--- src/rtl/uart_tx_scheduler.sv ---
// -----------------------------------------------------------------------------
// uart_tx_scheduler
//
// Shares one 8N1 serial transmit line among N_REQ byte requesters. A
// round-robin arbiter picks one requester while the line is idle and latches
// its byte. A single FSM then serialises the frame: start bit, 8 data bits
// LSB first, stop bit. Each bit lasts CLKS_PER_BIT clock cycles.
//
// Ports
//   CLK     in   1              system clock, all logic on rising edge
//   RST     in   1              synchronous active-high reset
//   REQ     in   N_REQ          per-requester request, held until its GNT bit
//   DATA    in   N_REQ*DATA_W   flattened bytes, requester i at [i*8+7:i*8]
//   GNT     out  N_REQ          one-hot, one-cycle pulse on the latching edge
//   BUSY    out  1              high from start bit through stop bit
//   DONE    out  1              one-cycle pulse after the stop bit
//   TX_OUT  out  1              serial line, idle high
// -----------------------------------------------------------------------------
module uart_tx_scheduler #(
    parameter int N_REQ        = 4,
    parameter int CLKS_PER_BIT = 4,
    parameter int DATA_W       = 8
) (
    input  logic                      CLK,
    input  logic                      RST,
    input  logic [N_REQ-1:0]          REQ,
    input  logic [N_REQ*DATA_W-1:0]   DATA,
    output logic [N_REQ-1:0]          GNT,
    output logic                      BUSY,
    output logic                      DONE,
    output logic                      TX_OUT
);

    localparam int BAUD_W = (CLKS_PER_BIT > 1) ? $clog2(CLKS_PER_BIT) : 1;
    localparam int PTR_W  = $clog2(N_REQ);

    localparam logic [BAUD_W-1:0] BAUD_LAST = BAUD_W'(CLKS_PER_BIT - 1);
    localparam logic [BAUD_W-1:0] BAUD_ONE  = BAUD_W'(1'b1);
    localparam logic [PTR_W-1:0]  PTR_LAST  = PTR_W'(N_REQ - 1);
    localparam logic [PTR_W-1:0]  PTR_ONE   = PTR_W'(1'b1);
    localparam logic [N_REQ-1:0]  GNT_ONE   = N_REQ'(1'b1);

    typedef enum logic [1:0] {
        ST_IDLE  = 2'd0,
        ST_START = 2'd1,
        ST_DATA  = 2'd2,
        ST_STOP  = 2'd3
    } state_t;

    state_t              state_r;
    logic [BAUD_W-1:0]   baud_r;
    logic [2:0]          bit_r;
    logic [DATA_W-1:0]   shift_r;
    logic [PTR_W-1:0]    ptr_r;

    logic [PTR_W-1:0]    winner_s;
    logic [DATA_W-1:0]   win_byte_s;
    logic                baud_end_s;

    // First set request bit at or above the pointer, wrapping to 0. The loop
    // runs from the farthest candidate back to the nearest so that the last
    // assignment made is the nearest set bit.
    function automatic logic [PTR_W-1:0] rr_pick(
        input logic [N_REQ-1:0] req_vec,
        input logic [PTR_W-1:0] start_ptr
    );
        logic [PTR_W-1:0] idx;
        logic [PTR_W-1:0] pick;
        pick = '0;
        for (int k = N_REQ - 1; k >= 0; k--) begin
            idx  = PTR_W'((int'(start_ptr) + k) % N_REQ);
            pick = req_vec[idx] ? idx : pick;
        end
        return pick;
    endfunction

    // Round-robin winner and the byte it offers.
    always_comb begin
        winner_s   = rr_pick(REQ, ptr_r);
        win_byte_s = '0;
        for (int i = 0; i < N_REQ; i++) begin
            win_byte_s = (winner_s == PTR_W'(i)) ? DATA[i*DATA_W +: DATA_W] : win_byte_s;
        end
    end

    assign baud_end_s = (baud_r == BAUD_LAST);

    // Arbitration, frame FSM, baud/bit counters and registered outputs.
    always_ff @(posedge CLK) begin
        if (RST) begin
            state_r <= ST_IDLE;
            baud_r  <= '0;
            bit_r   <= 3'd0;
            shift_r <= '0;
            ptr_r   <= '0;
            GNT     <= '0;
            BUSY    <= 1'b0;
            DONE    <= 1'b0;
            TX_OUT  <= 1'b1;
        end else begin
            // GNT and DONE are single-cycle pulses unless re-asserted below.
            GNT  <= '0;
            DONE <= 1'b0;
            case (state_r)
                ST_IDLE: begin
                    baud_r <= '0;
                    bit_r  <= 3'd0;
                    if (|REQ) begin
                        GNT     <= GNT_ONE << winner_s;
                        shift_r <= win_byte_s;
                        ptr_r   <= (winner_s == PTR_LAST) ? '0 : winner_s + PTR_ONE;
                        state_r <= ST_START;
                        TX_OUT  <= 1'b0;
                        BUSY    <= 1'b1;
                    end else begin
                        state_r <= ST_IDLE;
                        TX_OUT  <= 1'b1;
                        BUSY    <= 1'b0;
                    end
                end
                ST_START: begin
                    if (baud_end_s) begin
                        baud_r  <= '0;
                        bit_r   <= 3'd0;
                        state_r <= ST_DATA;
                        TX_OUT  <= shift_r[0];
                    end else begin
                        baud_r  <= baud_r + BAUD_ONE;
                    end
                end
                ST_DATA: begin
                    if (baud_end_s) begin
                        baud_r <= '0;
                        if (bit_r == 3'd7) begin
                            state_r <= ST_STOP;
                            TX_OUT  <= 1'b1;
                        end else begin
                            // Shift so the next bit to send is always shift_r[0].
                            bit_r   <= bit_r + 3'd1;
                            shift_r <= {1'b0, shift_r[DATA_W-1:1]};
                            TX_OUT  <= shift_r[1];
                        end
                    end else begin
                        baud_r <= baud_r + BAUD_ONE;
                    end
                end
                ST_STOP: begin
                    if (baud_end_s) begin
                        baud_r  <= '0;
                        state_r <= ST_IDLE;
                        BUSY    <= 1'b0;
                        DONE    <= 1'b1;
                        TX_OUT  <= 1'b1;
                    end else begin
                        baud_r <= baud_r + BAUD_ONE;
                    end
                end
                default: begin
                    state_r <= ST_IDLE;
                    baud_r  <= '0;
                    bit_r   <= 3'd0;
                    BUSY    <= 1'b0;
                    TX_OUT  <= 1'b1;
                end
            endcase
        end
    end

endmodule

--- config.mk ---
export PLATFORM = sky130hd
export DESIGN_NAME = uart_tx_scheduler
export DESIGN_NICKNAME = d
export VERILOG_FILES = /design/src/rtl/uart_tx_scheduler.sv
export SDC_FILE = /design/constraint.sdc
export NUM_CORES = 1
export LEC_CHECK = 0
export ABC_AREA = 1
export BUFFER_PORTS_ARGS = -buffer_cell sky130_fd_sc_hd__buf_2
export CAP_MARGIN = 10
export CORE_UTILIZATION = 45
export CTS_CLUSTER_DIAMETER = 50
export DETAILED_ROUTE_END_ITERATION = 7
export GPL_TIMING_DRIVEN = 0
export PLACE_DENSITY = 0.67
export SLEW_MARGIN = 30
export SYNTH_ARGS = -nofsm -noshare
export SYNTH_HDL_FRONTEND = slang
export SYNTH_SLANG_ARGS = --single-unit
--- constraint.sdc ---
create_clock -name CLK -period 2.8 [get_ports CLK]
set_input_delay 0.28 -clock CLK [delete_from_list [all_inputs] [get_ports CLK]]
set_output_delay 0.28 -clock CLK [all_outputs]
set_load 0.005 [all_outputs]
==> qor_table.md <==
| Group | Parameter | This run |
| --- | --- | --- |
| timing | Worst Max-Slew Pin Slew | 0.462 ns |
| timing | Min Tclk post-route | 2.31 ns |
| setup path | End of the worst register-to-register path | shift_r[4] |
| clocking | TritonCTS clock tree | yes |
| finish | Proportion of layout cells with a drive suffix above 1 | 0.295 |
| synth | Most area-consuming cells after synthesis | sky130_fd_sc_hd__dfxtp_1, sky130_fd_sc_hd__nand2_1, sky130_fd_sc_hd__ha_1, sky130_fd_sc_hd__a21oi_1, sky130_fd_sc_hd__o21ai_0 |
| floorplanning | Floorplan die area | 4010 µm² |
| finish | Post-Layout Inst Area | 2040 µm² |
| global route | Pin count of the biggest net entering global routing | 15 |
| timing | Worst hold slack after final layout | 0.252 ns |
| setup path | CP Class | reg -> reg |
| floorplanning | FP Rows | 21 |
| routing | Post-DR vias/cell | 4.87 |
| timing | Final sum of negative setup slack | 0 ns |
| clocking | Clock Latency Late Sink | 0.27 ns |
| place | Number of port buffers | 44 |
| finish | Area Growth Syn to Fin | 20.6% |
| routing | DR iter-0 viols | 69 |
| synth | Fraction of post-synthesis cell area in the top cell type by area | 0.284 |
| hold path | Hold/Removal Path Class | in -> reg |
| power | VDD IR-drop max | 0.447 mV |
| floorplanning | Effective utilization at floorplan | 0.488 |
| setup path | Crit path required time | 3.01 ns |
| synth | Number of synthesis warnings | 0 |
| clocking | Number of buffers added by the clock tree synthesis step | 3 |
| floorplanning | Height of the chip | 63.4 µm |
| global route | Global router's overall resource usage | 0.189 |
| routing | DRC | 0 |
| finish | Final antenna diode count | 0 |
| place | Final weighted congestion in routability-driven placement | 0.774 |
| timing | Final Max Tran Viols | 0 |
| setup path | Worst path max stage delay | 0.31 ns |
| synth | Synthesized net count | 299 |
| synth | Proportion of register bits with asynchronous set or reset after synthesis | 0 |
| setup path | Slowest cell on the critical path | sky130_fd_sc_hd__dfxtp_1 |
| timing | Final Setup Violations | 0 |
| synth | Average cell area after synthesis | 6.78 µm² |
| global route | Initial antenna violation count | 0 |
| setup path | Reg2reg path depth | 16 |
| global route | Wire length of the first global-routing pass | 6080 µm |
| place | Cell area after placement | 1970 µm² |
| setup path | Setup crit start | ptr_r[0] |
| clocking | H-tree levels | 1 |
| setup path | Crit. path cell count | 16 |
| timing | F_max | 433 MHz |
| floorplanning | Top-level I/O count | 45 |
| synth | Post-synthesis sequential element count | 24 |
| finish | Final net count | 348 |
| routing | Routed wire length per instance | 10.6 µm |
| routing | Vias after detailed routing | 1675 |
| setup path | Maximum fanout along the worst path | 10 |
| place | Dpl hpwl | 2910 µm |
| setup path | Most frequent cell on the critical path | sky130_fd_sc_hd__nor2_4 |
| timing | Final Cycle Share | 0.824 |
| run status | Status | completed |
| power | Ratio of total power to cell area | 1200 nW/µm² |
| clocking | Sink Count | 24 |
| routing | Remaining antenna violation count | 0 |
| setup path | Startpoint of the worst-slack reg-to-reg timing path | ptr_r[0] |
| timing | Relative slew slack | 0.692 |
| synth | Post-Syn Area | 1690 µm² |
| routing | Pre-Repair DR Iteration Count | 4 |
| floorplanning | Die X | 63.4 µm |
| synth | Primary flip-flop cell chosen by synthesis mapping | sky130_fd_sc_hd__dfxtp_1 |
| setup path | Critical Path AT | 2.52 ns |
| setup path | Internal reg-to-reg setup slack | 0.49 ns |
| synth | Sequential fraction of the synthesis area | 0.284 |
| global route | Total gr overflow | 0 |
| setup path | Type of element capturing the critical path | flip-flop |
| timing | Final Hold Vio Count | 0 |
| routing | Total length of routed wires | 3650 µm |
| synth | Cell accounting for the most synthesized area | sky130_fd_sc_hd__dfxtp_1 |
| setup path | Capturing element of the worst setup path | shift_r[4] |
| clocking | CTS Root Cell | sky130_fd_sc_hd__clkbuf_8 |
| global route | Number of global-route vias before repair | 1460 |
| floorplanning | Core footprint | 3470 µm² |
| synth | Cell with the most instances after synthesis | sky130_fd_sc_hd__nand2_1 |
| synth | Count of unique library cells instantiated by Yosys | 28 |
| setup path | Worst path bufs/invs | 3 |
| synth | Synthesized instance count | 250 |
| timing | Setup repair after global routing missed its margin | no |
| setup path | Startpoint Class | flip-flop |
| synth | Top post-synthesis cells by count | sky130_fd_sc_hd__nand2_1, sky130_fd_sc_hd__a21oi_1, sky130_fd_sc_hd__inv_1 |
| hold path | Number of cells on the worst hold path | 2 |
| clocking | Clock transition at the register clock pins on the worst setup and hold paths after CTS | 0.09 ns |
| setup path | Family of cells with the greatest summed delay on the critical path | simple AND/OR/NAND/NOR gates |
| clocking | Number of buffers on the longest clock path | 2 |
| power | Static Leak | 1.04 nW |
| clocking | Post-CTS Hold Buffers | 0 |
| clocking | Resize count post-CTS | 0 |
| synth | Post-synth EDFFs | 0 |
| clocking | Setup repair bufs after CTS | 0 |
| timing | Maximum clock skew at final layout | 0.00711 ns |
| setup path | Cells traversed along the worst timing path | buf_6 -> o21ai_2 -> nand2_2 -> nor2b_4 -> nor2_4 -> nor2_4 -> inv_2 -> ha_1 -> buf_2 -> nor2_4 -> nand2_1 -> nand2_1 -> o21ai_0 -> o21ai_0 -> a21oi_1 -> nor2_1 |
| flow run | Max-cap viol count | 0 |
## power breakdown
part	switching [mW]	total, mW	internal, mW
sequential	0.0589	0.519	0.460
clock	0.110	0.301	0.191
combinational	1.03	1.63	0.599
total	1.20	2.45	1.25
## worst min-delay path by stage
stage                     slack, ns      start    endpoint
after CTS                      0.25        RST  shift_r[7]
after detailed placement       0.41  baud_r[0]   baud_r[0]
after global placement         0.41  baud_r[0]   baud_r[0]
after global routing           0.25        RST  shift_r[7]
final                          0.25        RST  shift_r[7]
after floorplan                0.35        RST    bit_r[1]
## per-stage QoR
step	util	total power, mW	instances	setup slack (ns)
2_1_floorplan	-	1.82	250	0.769
3_3_place_gp	0.569	2.15	340	0.499
3_5_place_dp	0.569	2.16	340	0.471
4_1_cts	0.589	2.47	344	0.462
5_1_grt	0.589	2.75	344	0.152
6_report	0.589	2.45	344	0.493
## layout make-up
cell class                 count  area [µm²]
buffer                         7        38.8
clock buffer                   3        41.3
clock inverter                 1        30.0
fill                         363        1430
inverter                      33         126
multi-input combinational    186        1050
sequential                    24         480
tap                           46        57.6
timing repair buffer          44         220
## kinds of logic (layout without fill, tap and decap cells)
family	count (synthesis)	in the layout	synth area share
fa+ha+maj	11	11	0.0812
compound gates	60	60	0.204
flops	24	24	0.284
simple gates	115	115	0.334
buf+inv	40	88	0.0975
## cells in the final DEF, fill, tap and decap left out, types with 2 or more instances in the layout
cell,instances
sky130_fd_sc_hd__nor2_2,2
sky130_fd_sc_hd__nand2_2,8
sky130_fd_sc_hd__nand3_2,2
sky130_fd_sc_hd__nor2_4,6
sky130_fd_sc_hd__inv_2,7
sky130_fd_sc_hd__dfxtp_1,24
sky130_fd_sc_hd__o21ai_1,3
sky130_fd_sc_hd__o21ai_2,3
sky130_fd_sc_hd__nand2_4,3
sky130_fd_sc_hd__nand2_1,62
sky130_fd_sc_hd__inv_1,25
sky130_fd_sc_hd__buf_2,48
sky130_fd_sc_hd__o211ai_1,3
sky130_fd_sc_hd__ha_1,11
sky130_fd_sc_hd__clkbuf_8,3
sky130_fd_sc_hd__a21oi_1,25
sky130_fd_sc_hd__nor2_1,16
sky130_fd_sc_hd__nand3_1,15
sky130_fd_sc_hd__o21ai_0,21
## registers in the layout, indices dropped and copies added (netlist names)
signal,flops
BUSY,1
DONE,1
GNT,4
TX_OUT,1
baud_r,2
bit_r,3
ptr_r,2
shift_r,8
state_r,2
## per-layer routing
| metal | up-vias | wire, µm | track usage |
|---|---|---|---|
| met4 | 0 | 33 | 0.0597 |
| met5 | - | 0 | 0 |
| met2 | 41 | 1630 | 0.323 |
| met3 | 4 | 185 | 0.0254 |
| met1 | 727 | 1800 | 0.242 |
| li1 | 903 | - | - |
No activity file was read; power rests on OpenSTA's default activity.
